==> config.mk <==
export PLATFORM = sky130hd
export DESIGN_NAME = systolic_feed_scheduler_flat
export DESIGN_NICKNAME = d
export VERILOG_FILES = /design/src/rtl/systolic_feed_scheduler_pkg.sv /design/src/rtl/systolic_feed_scheduler_if.sv /design/src/rtl/systolic_feed_scheduler_sat_counter.sv /design/src/rtl/systolic_feed_scheduler.sv /design/src/flat_wrapper.sv
export SDC_FILE = /design/constraint.sdc
export NUM_CORES = 1
export LEC_CHECK = 0
export CELL_PAD_IN_SITES_DETAIL_PLACEMENT = 1
export CELL_PAD_IN_SITES_GLOBAL_PLACEMENT = 2
export CORE_MARGIN = 3
export CORE_UTILIZATION = 27
export DETAILED_ROUTE_END_ITERATION = 10
export PLACE_DENSITY_LB_ADDON = 0.1
export SETUP_SLACK_MARGIN = 0.15
export SLEW_MARGIN = 20
export SYNTH_ARGS = -nofsm -noshare
export SYNTH_HDL_FRONTEND = slang
export SYNTH_HIERARCHICAL = 1
export SYNTH_SLANG_ARGS = --single-unit
export TNS_END_PERCENT = 5
==> constraint.sdc <==
create_clock -name clk -period 6.33 [get_ports clk]
set_clock_uncertainty 0.1 [all_clocks]
set_input_delay 1.5825 -clock clk [delete_from_list [all_inputs] [get_ports clk]]
set_output_delay 1.5825 -clock clk [all_outputs]
set_load 0.05 [all_outputs]
==> src/rtl/systolic_feed_scheduler_pkg.sv <==
//------------------------------------------------------------------------------
// Module  : feed_sched_pkg
// Brief   : Shared widths and FSM state encoding for the systolic feed scheduler.
// Revision: 1.0 - initial release
//------------------------------------------------------------------------------
`default_nettype none

package feed_sched_pkg;

   localparam int N_ROWS  = 8;
   localparam int DIAG_W  = N_ROWS * 8;
   localparam int CYCLE_W = 4;

   typedef enum logic [2:0] {
      S_IDLE  = 3'd0,
      S_CLEAR = 3'd1,
      S_ISSUE = 3'd2,
      S_WAIT  = 3'd3,
      S_STEP  = 3'd4,
      S_DRAIN = 3'd5,
      S_DONE  = 3'd6,
      S_ERR   = 3'd7
   } state_t;

endpackage

`default_nettype wire

==> src/rtl/systolic_feed_scheduler_if.sv <==
//------------------------------------------------------------------------------
// Module  : systolic_feed_scheduler_if
// Brief   : Control, extractor and array-feed signals of the feed scheduler.
// Revision: 1.0 - initial release
//------------------------------------------------------------------------------
`default_nettype none

interface systolic_feed_scheduler_if;
   import feed_sched_pkg::*;

   logic               go;
   logic               busy;
   logic               done;
   logic               error;
   logic               ext_start;
   logic [CYCLE_W-1:0] ext_cycle;
   logic               a_valid;
   logic [DIAG_W-1:0]  a_flat;
   logic               b_valid;
   logic [DIAG_W-1:0]  b_flat;
   logic               arr_ready;
   logic               arr_clear;
   logic [DIAG_W-1:0]  arr_a;
   logic [DIAG_W-1:0]  arr_b;
   logic               arr_step;

   // Scheduler side
   modport master (
      input  go, a_valid, a_flat, b_valid, b_flat, arr_ready,
      output busy, done, error, ext_start, ext_cycle,
             arr_clear, arr_a, arr_b, arr_step
   );

   // Control / extractor / array side
   modport slave (
      output go, a_valid, a_flat, b_valid, b_flat, arr_ready,
      input  busy, done, error, ext_start, ext_cycle,
             arr_clear, arr_a, arr_b, arr_step
   );

endinterface

`default_nettype wire

==> src/rtl/systolic_feed_scheduler_sat_counter.sv <==
//------------------------------------------------------------------------------
// Module  : sat_counter
// Brief   : Clearable, enabled up-counter that saturates at MAX and flags it.
// Revision: 1.0 - initial release
//------------------------------------------------------------------------------
`default_nettype none

module sat_counter #(
   parameter int WIDTH = 8,
   parameter int MAX   = 255
) (
   input  wire logic clk,
   input  wire logic rst,
   input  wire logic i_clr,
   input  wire logic i_en,
   output logic      o_term
);

   localparam logic [WIDTH-1:0] c_MAX = WIDTH'(MAX);

   logic [WIDTH-1:0] r_count;

   always_ff @(posedge clk or posedge rst) begin
      if (rst) begin
         r_count <= '0;
      end else if (i_clr) begin
         r_count <= '0;
      end else if (i_en && (r_count != c_MAX)) begin
         r_count <= r_count + WIDTH'(1);
      end
   end

   assign o_term = (r_count == c_MAX);

endmodule

`default_nettype wire

==> src/rtl/systolic_feed_scheduler.sv <==
//------------------------------------------------------------------------------
// Module  : systolic_feed_scheduler
// Brief   : Sequences one skewed operand feed of an 8x8 systolic array.
// Revision: 1.0 - initial release
//------------------------------------------------------------------------------
`default_nettype none

module systolic_feed_scheduler
   import feed_sched_pkg::*;
#(
   parameter int NUM_CYCLES   = 15,
   parameter int DRAIN_CYCLES = 8,
   parameter int TIMEOUT      = 1024
) (
   input  wire logic                  clk,
   input  wire logic                  rst,
   systolic_feed_scheduler_if.master  io_feed
);

   localparam logic [CYCLE_W-1:0] c_LAST_K    = CYCLE_W'(NUM_CYCLES - 1);
   localparam int                 c_DRAIN_MAX = (DRAIN_CYCLES > 0) ? DRAIN_CYCLES - 1 : 0;

   state_t              r_state;
   state_t              w_next;
   logic [CYCLE_W-1:0]  r_k;
   logic                r_got_a;
   logic                r_got_b;
   logic                r_error;
   logic [DIAG_W-1:0]   r_arr_a;
   logic [DIAG_W-1:0]   r_arr_b;
   logic                w_both;
   logic                w_last;
   logic                w_wd_term;
   logic                w_dr_term;
   logic                w_busy;
   logic                w_done;
   logic                w_ext_start;
   logic                w_arr_clear;
   logic                w_arr_step;

   // Flags as they will stand after this edge, so a same-cycle pair advances at once
   assign w_both = (r_got_a | io_feed.a_valid) & (r_got_b | io_feed.b_valid);
   assign w_last = (r_k == c_LAST_K);

   sat_counter #(.WIDTH(16), .MAX(TIMEOUT - 1)) u_watchdog (
      .clk    (clk),
      .rst    (rst),
      .i_clr  (r_state == S_ISSUE),
      .i_en   (r_state == S_WAIT),
      .o_term (w_wd_term)
   );

   sat_counter #(.WIDTH(8), .MAX(c_DRAIN_MAX)) u_drain_cnt (
      .clk    (clk),
      .rst    (rst),
      .i_clr  (r_state != S_DRAIN),
      .i_en   ((r_state == S_DRAIN) && io_feed.arr_ready),
      .o_term (w_dr_term)
   );

   always_ff @(posedge clk or posedge rst) begin
      if (rst) begin
         r_state <= S_IDLE;
      end else begin
         r_state <= w_next;
      end
   end

   always_comb begin
      w_next      = r_state;
      w_busy      = 1'b0;
      w_done      = 1'b0;
      w_ext_start = 1'b0;
      w_arr_clear = 1'b0;
      w_arr_step  = 1'b0;
      case (r_state)
         S_IDLE: begin
            if (io_feed.go) w_next = S_CLEAR;
         end
         S_CLEAR: begin
            w_busy      = 1'b1;
            w_arr_clear = 1'b1;
            w_next      = S_ISSUE;
         end
         S_ISSUE: begin
            w_busy      = 1'b1;
            w_ext_start = 1'b1;
            w_next      = S_WAIT;
         end
         S_WAIT: begin
            w_busy = 1'b1;
            if (w_both) begin
               w_next = S_STEP;
            end else if (w_wd_term) begin
               w_next = S_ERR;
            end
         end
         S_STEP: begin
            w_busy     = 1'b1;
            w_arr_step = io_feed.arr_ready;
            if (io_feed.arr_ready) begin
               if (w_last) begin
                  w_next = (DRAIN_CYCLES == 0) ? S_DONE : S_DRAIN;
               end else begin
                  w_next = S_ISSUE;
               end
            end
         end
         S_DRAIN: begin
            w_busy     = 1'b1;
            w_arr_step = io_feed.arr_ready;
            if (io_feed.arr_ready && w_dr_term) w_next = S_DONE;
         end
         S_DONE: begin
            w_done = 1'b1;
            w_next = S_IDLE;
         end
         default: begin
            w_next = S_IDLE;
         end
      endcase
   end

   always_ff @(posedge clk or posedge rst) begin
      if (rst) begin
         r_k     <= '0;
         r_got_a <= 1'b0;
         r_got_b <= 1'b0;
         r_error <= 1'b0;
         r_arr_a <= '0;
         r_arr_b <= '0;
      end else begin
         case (r_state)
            S_IDLE: begin
               if (io_feed.go) begin
                  r_k     <= '0;
                  r_error <= 1'b0;
               end
            end
            S_ISSUE: begin
               r_got_a <= 1'b0;
               r_got_b <= 1'b0;
            end
            S_WAIT: begin
               if (io_feed.a_valid) begin
                  r_got_a <= 1'b1;
                  r_arr_a <= io_feed.a_flat;
               end
               if (io_feed.b_valid) begin
                  r_got_b <= 1'b1;
                  r_arr_b <= io_feed.b_flat;
               end
               if (!w_both && w_wd_term) r_error <= 1'b1;
            end
            S_STEP: begin
               if (io_feed.arr_ready) begin
                  if (w_last) begin
                     r_arr_a <= '0;
                     r_arr_b <= '0;
                  end else begin
                     r_k <= r_k + CYCLE_W'(1);
                  end
               end
            end
            default: begin
            end
         endcase
      end
   end

   assign io_feed.busy      = w_busy;
   assign io_feed.done      = w_done;
   assign io_feed.error     = r_error;
   assign io_feed.ext_start = w_ext_start;
   assign io_feed.ext_cycle = r_k;
   assign io_feed.arr_clear = w_arr_clear;
   assign io_feed.arr_a     = r_arr_a;
   assign io_feed.arr_b     = r_arr_b;
   assign io_feed.arr_step  = w_arr_step;

endmodule

`default_nettype wire

==> src/flat_wrapper.sv <==
// flat-port wrapper written by rule: the top's interface ports become plain ports
module systolic_feed_scheduler_flat import feed_sched_pkg::*;
#(
   parameter int NUM_CYCLES   = 15,
   parameter int DRAIN_CYCLES = 8,
   parameter int TIMEOUT      = 1024
)
  (clk, rst, io_feed_go, io_feed_a_valid, io_feed_a_flat, io_feed_b_valid, io_feed_b_flat, io_feed_arr_ready, io_feed_busy, io_feed_done, io_feed_error, io_feed_ext_start, io_feed_ext_cycle, io_feed_arr_clear, io_feed_arr_a, io_feed_arr_b, io_feed_arr_step);
  systolic_feed_scheduler_if io_feed_i ();
  input  wire logic clk;
  input  wire logic rst;
  input wire logic [$bits(io_feed_i.go)-1:0] io_feed_go;
  input wire logic [$bits(io_feed_i.a_valid)-1:0] io_feed_a_valid;
  input wire logic [$bits(io_feed_i.a_flat)-1:0] io_feed_a_flat;
  input wire logic [$bits(io_feed_i.b_valid)-1:0] io_feed_b_valid;
  input wire logic [$bits(io_feed_i.b_flat)-1:0] io_feed_b_flat;
  input wire logic [$bits(io_feed_i.arr_ready)-1:0] io_feed_arr_ready;
  output wire logic [$bits(io_feed_i.busy)-1:0] io_feed_busy;
  output wire logic [$bits(io_feed_i.done)-1:0] io_feed_done;
  output wire logic [$bits(io_feed_i.error)-1:0] io_feed_error;
  output wire logic [$bits(io_feed_i.ext_start)-1:0] io_feed_ext_start;
  output wire logic [$bits(io_feed_i.ext_cycle)-1:0] io_feed_ext_cycle;
  output wire logic [$bits(io_feed_i.arr_clear)-1:0] io_feed_arr_clear;
  output wire logic [$bits(io_feed_i.arr_a)-1:0] io_feed_arr_a;
  output wire logic [$bits(io_feed_i.arr_b)-1:0] io_feed_arr_b;
  output wire logic [$bits(io_feed_i.arr_step)-1:0] io_feed_arr_step;
  assign io_feed_i.go = io_feed_go;
  assign io_feed_i.a_valid = io_feed_a_valid;
  assign io_feed_i.a_flat = io_feed_a_flat;
  assign io_feed_i.b_valid = io_feed_b_valid;
  assign io_feed_i.b_flat = io_feed_b_flat;
  assign io_feed_i.arr_ready = io_feed_arr_ready;
  assign io_feed_busy = io_feed_i.busy;
  assign io_feed_done = io_feed_i.done;
  assign io_feed_error = io_feed_i.error;
  assign io_feed_ext_start = io_feed_i.ext_start;
  assign io_feed_ext_cycle = io_feed_i.ext_cycle;
  assign io_feed_arr_clear = io_feed_i.arr_clear;
  assign io_feed_arr_a = io_feed_i.arr_a;
  assign io_feed_arr_b = io_feed_i.arr_b;
  assign io_feed_arr_step = io_feed_i.arr_step;
  systolic_feed_scheduler #(.NUM_CYCLES(NUM_CYCLES), .DRAIN_CYCLES(DRAIN_CYCLES), .TIMEOUT(TIMEOUT)) u_core (.clk(clk), .rst(rst), .io_feed(io_feed_i));
endmodule
# [Word-level counts from Yosys, hierarchy flattened]
# Cells that the tools add are included.
[totals] wordCells=91 in_bits=134 ff_bits=162
[op_classes] bitwise_logic=3 eq_ne=21 n_reduce_logical=22 muxes=33 addsub=3
[op_table] cell="64-bit 2-to-1 mux" n=4
[op_table] cell="64-bit one-hot mux with 2 select lines" n=2
[op_table] cell="16-bit 2-to-1 mux" n=2
[op_table] cell="3-bit 2-to-1 mux" n=6
[op_table] cell="3-bit one-hot mux with 6 select lines" n=1
[op_table] cell="16-bit by 1-bit adder with 16-bit output (second input constant)" n=1
[op_table] cell="16-bit by 10-bit equality test with 1-bit output (second input constant)" n=1
[op_table] cell="8-bit 2-to-1 mux" n=2
[op_table] cell="16-bit by 10-bit inequality test with 1-bit output (second input constant)" n=1
[op_table] cell="4-bit AND reduction" n=4
[op_table] cell="4-bit 2-to-1 mux" n=3
[op_table] cell="2-bit inequality test (second input constant)" n=6
[op_table] cell="2-bit nonzero test" n=6
[op_table] cell="3-bit equality test (second input constant)" n=3
[op_table] cell="1-bit 2-to-1 mux" n=9
[op_table] cell="8-bit by 1-bit adder with 8-bit output (second input constant)" n=1
[op_table] cell="8-bit by 3-bit equality test with 1-bit output (second input constant)" n=1
[op_table] cell="8-bit by 3-bit inequality test with 1-bit output (second input constant)" n=1
[op_table] cell="4-bit one-hot mux with 2 select lines" n=1
[op_table] cell="3-bit by 2-bit equality test with 1-bit output (second input constant)" n=2
[op_table] cell="1-bit one-hot mux with 2 select lines" n=3
[op_table] cell="1-bit logical AND" n=5
[op_table] cell="5-bit OR reduction" n=1
[op_table] cell="4-bit by 1-bit adder with 4-bit output (second input constant)" n=1
[op_table] cell="12 further kinds" n=15

# [Longest topological paths before layout]
[logic_depth] word_depth=6 mapped_depth=8 mapped_depth_nobuf=6

# [Hierarchy]
# The synthesis kept the hierarchy.
[modules_own_cells] module="systolic_feed_scheduler" n_inst=1 seq_area_each_um2=3453.3 cells_each=662 area_per_inst_um2=6626.4
[modules_own_cells] module="sat_counter at u_core.u_watchdog" n_inst=1 seq_area_each_um2=400.4 cells_each=97 area_per_inst_um2=908.4
[modules_own_cells] module="sat_counter at u_core.u_drain_cnt" n_inst=1 seq_area_each_um2=200.2 cells_each=46 area_per_inst_um2=435.4

# [Worst setup path after synthesis]
# OpenSTA, ideal clock, no wires.
[synth_path] path_type="input to output" from="in io_feed_arr_ready" to="out io_feed_arr_step" path_stages=2 arrival_time_ns=2.667 setup_slack_ns=1.981 path_cell_list="inv_1 -> nor3_1"
[synth_between] elab_chain_len=1
[synth_rtl] element="start: declaration" line_no="flat_wrapper.sv:17" text="input wire logic [$bits(io_feed_i.arr_ready)-1:0] io_feed_arr_ready;"
[synth_rtl] element="1-bit 2-to-1 mux" line_no="systolic_feed_scheduler.sv:76" text="case (r_state)"
[synth_rtl] element="end: declaration" line_no="flat_wrapper.sv:26" text="output wire logic [$bits(io_feed_i.arr_step)-1:0] io_feed_arr_step;"
# Every way passes these cells.

# [Final worst setup path]
# Same ends and word-level chain as after synthesis.

==> results.py <==
metrics = {
    "clock_network": {
        "cts_setup_buffers": 0,
        "htreeDepth": 4,
        "hold_buffers": 0,
        "cts_root_buf": "clkbuf_16",
        "path_clk_slew_ps": 70,
        "numCtsBuffers": 17,
        "clock_path_buffers": 2,
        "post_cts_resized": 0,
        "clkSinkCount": 162,
        "clk_latency_ps": 430,
        "cts_tree": "yes",
    },
    "yosys": {
        "ys_ff_latch": 162,
        "yosysTopAreaCell": "dfrtp_1",
        "synth_cell_type_count": 64,
        "synth_edf_count": 0,
        "synth.area.top_cells": "dfrtp_1, a22oi_1, o211ai_1",
        "synth_top_area_share_pct": 50.9,
        "postSynth.asyncResetShare_pct": 100,
        "synth_area_sq_um": 7970,
        "syn_inst": 805,
        "synth_seq_area_share_pct": 50.9,
        "ys_warn_count": 6,
        "syn-num-nets": 943,
        "synth-main-ff-cell": "dfrtp_1",
        "avgSynthCellArea_sq_um": 9.90,
    },
    "power_and_ir_drop": {
        "clkPwrFrac_pct": 15.8,
        "combPwrFrac_pct": 54.9,
        "p_per_area_nw_per_um2": 540,
        "power_switching_w": 0.00313,
        "p_int_w": 0.00308,
        "pwr-share-seq_pct": 29.3,
        "design_power_total_w": 0.00621,
        "p_leak_nw": 4.61,
        "peakVddDrop_v": 0.000216,
        "switching_share_pct": 50.4,
    },
    "worst_setup_path": {
        "cpMaxStageDelayCell": "clkdlybuf4s50_1",
        "crit_arrival_ps": 3360,
        "path_delay_family": "buffers and inverters",
        "max_stage_delay_ps": 840,
        "cp.required_ps": 4650,
        "path_cells": "clkdlybuf4s50_1 > inv_1 > nor3_1 > clkdlybuf4s50_1",
        "path_buf_inv": 3,
        "start_kind": "primary input",
        "cpMostUsedCell": "clkdlybuf4s50_1",
        "crit_fanout": 7,
        "end_kind": "output pin",
        "crit_type": "in2out",
    },
    "sta": {
        "slew_headroom_pct": 28.1,
        "setup_viol": 0,
        "fin_crit_sh_pct": 79.7,
        "rsz0062_at_grt": "false",
        "worstMarginPinSlew_ps": 1080,
        "max_freq_mhz": 198,
        "period_needed_ps": 5050,
        "hold_viol": 0,
        "final.setup.tns_ps": 0,
        "drv_slew": 0,
    },
    "floorplan": {
        "initial_core_util_pct": 27.5,
        "std_cell_rows": 62,
        "die_h_microns": 178,
        "die-area_sq_um": 31600,
        "ios": 272,
        "fp.coreArea_sq_um": 28900,
        "fp.dieW_microns": 178,
    },
    "grt": {
        "grt-ovfl-total": 0,
        "antenna_found_initial": 2,
        "grt_pass1_vias": 7642,
        "grtUsageTotal_pct": 18.5,
        "grt_first_pass_wirelength_microns": 46000,
        "grt_max_degree": 105,
    },
    "job": {
        "max-cap-violations": 0,
    },
    "detailed_routing": {
        "num_vias": 7442,
        "final_antenna_net_count": 0,
        "wl_per_cell_microns": 20.9,
        "viasPerCell": 5.22,
        "drt_iter0_markers": 355,
        "wirelength_microns": 29700,
        "first_pass_iters": 4,
        "drc": 0,
    },
    "status": {
        "outcome": "complete, no violations",
    },
    "cells_and_area": {
        "drive_gt1_share_pct": 5.96,
        "layout_commonest_cell": "clkdlybuf4s50_1",
        "most-common-layout-cells": "clkdlybuf4s50_1, dfrtp_1, nand2_1",
        "nets": 1165,
        "area.growth.synth_to_final_pct": 44.3,
    },
    "placed_design": {
        "place.gp.congestion": 0.708,
        "port_buffers": 271,
        "dpl.hpwl_microns": 19100,
    },
    "worst_hold_path": {
        "min-delay-path-class": "reg2reg",
    },
}
[stage by stage]
step	hold WS [ps]	area (sq um)	utilization (%)	instances	setup slack (ps)
final	404	11500	39.8	1425	1280
after global routing	429	11500	39.8	1425	1130
after CTS	404	11500	39.7	1423	1270
after detailed placement	393	10900	37.8	1391	1290
after global placement	376	10900	37.8	1391	1280
after floorplan	362	7970	-	805	951
[power by group through the flow]
| stage | Combinational (W) | Sequential, W | Clock [W] |
|---|---|---|---|
| floorplan | 0.000882 | 0.00312 | 0 |
| global placement | 0.00342 | 0.00183 | 0 |
| detailed placement | 0.00345 | 0.00184 | 0 |
| CTS | 0.00345 | 0.00182 | 0.00103 |
| global route | 0.00361 | 0.00189 | 0.00107 |
| finish | 0.00341 | 0.00182 | 0.000981 |
[cell type report]
class                           count  area, sq um
Tap cell                          384          480
Antenna cell                        1         2.50
Fill cell                        3231        17400
Inverter                           11         46.3
Clock inverter                     13          103
Clock buffer                       19          433
Multi-Input combinational cell    551         3560
Sequential cell                   162         4050
Timing Repair Buffer              284         2830
[layer usage]
layer  GRT usage (%)  share of wire [%]
met3            2.97                3.7
met5               0              0.034
met4            5.43                1.8
met2            29.9                 47
met1            25.6                 47
[worst paths after layout]
path | start | end | slack [ps] | depth (start not counted)
max in group asynchronous | rst | u_core/io_feed.arr_a[17]$_DFFE_PP0P_ | 3520 | 3
worst max-delay path | io_feed_arr_ready | io_feed_arr_step | 1280 | 4
min in group asynchronous | rst | u_core/u_drain_cnt/r_count[2]$_DFFE_PP0P_ | 1470 | 2
worst max register to register | u_core/r_state[1]$_DFFE_PP0P_ | u_core/u_watchdog/r_count[11]$_DFFE_PP0P_ | 3380 | 6
worst min-delay path | u_core/u_watchdog/r_count[5]$_DFFE_PP0P_ | u_core/u_watchdog/r_count[5]$_DFFE_PP0P_ | 400 | 1
worst min register to register | u_core/u_watchdog/r_count[5]$_DFFE_PP0P_ | u_core/u_watchdog/r_count[5]$_DFFE_PP0P_ | 400 | 1
[state kept, by name (all words and copies together) (netlist names)]
| register | count |
|---|---|
| u_core/io_feed.arr_a | 64 |
| u_core/u_drain_cnt/r_count | 8 |
| u_core/r_state | 3 |
| u_core/r_got_b | 1 |
| u_core/io_feed.arr_b | 64 |
| u_core/r_got_a | 1 |
| u_core/io_feed.ext_cycle | 4 |
| u_core/io_feed.error | 1 |
| u_core/u_watchdog/r_count | 16 |
[logic make-up (layout without fill, tap and decap cells)]
family / after synthesis / after routing / share of synthesized area (%)
muxes: 4 / 4 / 0.565
adders and majority gates: 4 / 4 / 0.628
DFF: 162 / 162 / 50.9
other: 0 / 1 / 0
buffers and inverters: 92 / 327 / 4.96
AOI/OAI and AO/OA: 318 / 318 / 29.2
xor gates and xnor gates: 2 / 2 / 0.220
and+or+nand+nor: 223 / 223 / 13.5
[cells in the mapped netlist (4+ instances only)]
| cell type | number |
|---|---|
| o21ai_0 | 12 |
| or3_1 | 8 |
| a21oi_1 | 22 |
| inv_1 | 11 |
| nand2_1 | 140 |
| nor2b_1 | 5 |
| or4_1 | 6 |
| nand4_1 | 7 |
| nor2_1 | 10 |
| o211ai_1 | 128 |
| a22oi_1 | 128 |
| and3_1 | 4 |
| dfrtp_1 | 162 |
| nor3_1 | 5 |
| o31ai_1 | 5 |
| nand3_1 | 12 |
| ha_1 | 4 |
| buf_2 | 33 |
| buf_1 | 16 |
| clkbuf_1 | 30 |
No activity file was read; power rests on OpenSTA's default activity.
==> edit, RTL diff (config.mk and constraints unchanged) <==
Reset style: synchronous (`rst`), changed in 3 clocked blocks.
--- a/src/rtl/systolic_feed_scheduler_sat_counter.sv
+++ b/src/rtl/systolic_feed_scheduler_sat_counter.sv
@@ -21,5 +21,5 @@
    logic [WIDTH-1:0] r_count;
 
-   always_ff @(posedge clk or posedge rst) begin
+   always_ff @(posedge clk) begin
       if (rst) begin
          r_count <= '0;
--- a/src/rtl/systolic_feed_scheduler.sv
+++ b/src/rtl/systolic_feed_scheduler.sv
@@ -59,5 +59,5 @@
    );
 
-   always_ff @(posedge clk or posedge rst) begin
+   always_ff @(posedge clk) begin
       if (rst) begin
          r_state <= S_IDLE;
@@ -122,5 +122,5 @@
    end
 
-   always_ff @(posedge clk or posedge rst) begin
+   always_ff @(posedge clk) begin
       if (rst) begin
          r_k     <= '0;
Function: differs if rst is asserted again (counterexample within 4 cycles, from zero or initial values and one cycle with rst high); with rst held inactive, the same outputs for 4 cycles.
==> edit against the original RTL <==
  * Clock power fell by 0.5%
  * Via count fell by 30%
  * Sequential cell count did not move
  * Worst setup slack improved by 0.17 ns
  * Final area fell by 20%
  * Critical endpoint unchanged
  * Highest routed layer is now met4
  * Count of clock-buffer cells in the layout fell by 1
  * Final cell count fell by 26%
  * Power fell by 64%
  * Wire length fell by 32%
  * Largest cell class unchanged
  * Area after synthesis fell by 27%
==> edit: results (changes against the original RTL) <==
stage	metric	value	unit	change
outcome	status	finished, final reports clean		
place	Post-Place Cells	1028		-26%
route	post-detailed-route DRC marker count	0		unchanged
clock_network	Clock Path Buffers	2		unchanged
global_route	vias in the first global route	5604		-27%
place	post-DP HPWL	14.7	mm	-23%
route	initial DRC count	243		-32%
yosys	Synth top cells by count	162 x dfxtp_1, 128 x a22o_1, 19 x a21oi_1, 19 x clkbuf_1, 18 x nand2_1		
sta	slew at the pin with the worst max-slew slack	0.929	ns	-0.149 ns
worst_hold_path	worst hold start	u_core/io_feed.arr_a[6]		
setup_path	cell count of the worst reg-to-reg path	7		+1
setup_path	r2r setup slk	3.32	ns	-0.06 ns
yosys	Syn Nets	652		-31%
setup_path	largest fanout on the critical path	6		-1
cells_and_area	Non-Filler Instances	1061		-26%
route	vias post-DR	5234		-30%
yosys	Gate Count Post-Synth	513		-36%
yosys	unique cell type count in the Yosys netlist	59		-7.8%
global_route	largest net degree at the start of global routing	65		-38%
cells_and_area	filler cell count	2221		-31%
cells_and_area	nets	911		-22%
setup_path	worst r2r dst	u_core/io_feed.arr_a[8]		
clock_network	CTS H-Tree Depth	4		unchanged
place	Port Buf Inserts	271		unchanged
power	P_leak	0.00336	uW	-27%
clock_network	root cell of the clock tree	clkbuf_16		
power	maximum VDD drop	155	uV	-28%
clock_network	post-CTS sizing	0		unchanged
route	wire per inst	19.0	um	-8.8%
worst_hold_path	Min-Delay Endpoint	u_core/io_feed.arr_a[6]		
global_route	first-pass GRT wire length	31.6	mm	-31%
yosys	most area-consuming cells after synthesis	dfxtp_1 56%, a22o_1 19%, buf_6 2.3%		
place	dpl cell area	0.00870	mm^2	-20%
worst_hold_path	worst min path class	reg -> reg		
place	Placer Congestion	0.802		+13%
yosys	ys async rst share	0		-1.00
clock_network	clock slew seen by the registers of the worst setup and hold paths	0.07	ns	about the same
sta	WHS	0.379	ns	-0.0248 ns
global_route	Global Route Usage Sum	0.169		-0.0159
worst_hold_path	worst hold path cell count	1		unchanged
cells_and_area	proportion of layout cells with a drive suffix above 1	0.0701		+0.0104
power	Power Internal	1660	uW	-46%
clock_network	total CTS buffers	17		unchanged
route	TritonRoute pass-1 iters	4		unchanged
yosys	sequential share of the synthesized area	0.556		+0.0469
setup_path	Crit Reg-Reg Startpoint	u_core/r_state[2]		
global_route	initial antenna violation count	1		-1
edit: changes by cell type in the layout (fill, tap and decap cells not counted), sizes merged, moves of 5 or more:
cell and change:
a22o +128, dfrtp -162, o211ai -128, nand2 -122
a22oi -128, or4 -5, a31oi +5, dfxtp +162
buf -9
edit: power by group through the flow:
stage	sequential (uW)	combinational [uW]	clock, uW
after floorplan	1100	70.9	0
after global placement	1070	227	0
after detailed placement	1070	230	0
after CTS	1050	231	1010
after global routing	1050	243	1050
final	1050	228	976
edit: cell families (layout without fill, tap and decap cells):
logic type,Yosys count,in the layout,synth area share
AOI/OAI and AO/OA,196,196,0.278
DFF,162,162,0.556
and+or+nand+nor,102,102,0.102
buffers and inverters,42,314,0.0441
adders and majority gates,5,5,0.0107
xor gates and xnor gates,3,3,0.00450
muxes,3,3,0.00514
other,0,1,0
edit: cell type report:
cell class | count | area, um^2 | share of cell area
antenna | 1 | 2.50 | 0.000270
clock buffer | 18 | 429 | 0.0464
clock inverter | 14 | 118 | 0.0127
inverter | 7 | 26.3 | 0.00284
multi-input combinational | 309 | 2350 | 0.254
sequential | 162 | 3240 | 0.351
tap | 275 | 344 | 0.0372
timing repair buffer | 275 | 2740 | 0.296
edit: worst max-delay path by stage:
stage,startpoint,to,slack [ns],cells past startpoint
6_report,io_feed_arr_ready,io_feed_arr_step,1.45,3
5_1_grt,io_feed_arr_ready,io_feed_arr_step,1.39,3
4_1_cts,io_feed_arr_ready,io_feed_arr_step,1.44,3
3_5_place_dp,io_feed_arr_ready,io_feed_arr_step,1.45,3
3_3_place_gp,io_feed_arr_ready,io_feed_arr_step,1.47,3
2_1_floorplan,io_feed_arr_ready,io_feed_arr_step,2.64,1
edit: per-layer routing:
layer	share of wire	vias to the layer above	routed length, um	track usage
met5	0	-	0	0
met4	0.021	0	422	0.0505
met3	0.075	19	1510	0.0671
met2	0.50	191	10100	0.294
met1	0.40	2531	8180	0.192
li1	-	2493	-	-
edit: worst max-delay path, cell delays in order:
cell,delay [ns]
clkdlybuf4s50_1,0.59
and2_1,0.18
clkdlybuf4s50_1,0.84
edit: per-stage QoR:
stage	setup slack, ns	total power [uW]	util
floorplan	2.64	1170	-
global placement	1.47	1290	0.411
detailed placement	1.45	1300	0.411
CTS	1.44	2290	0.437
global route	1.39	2340	0.437
finish	1.45	2250	0.437
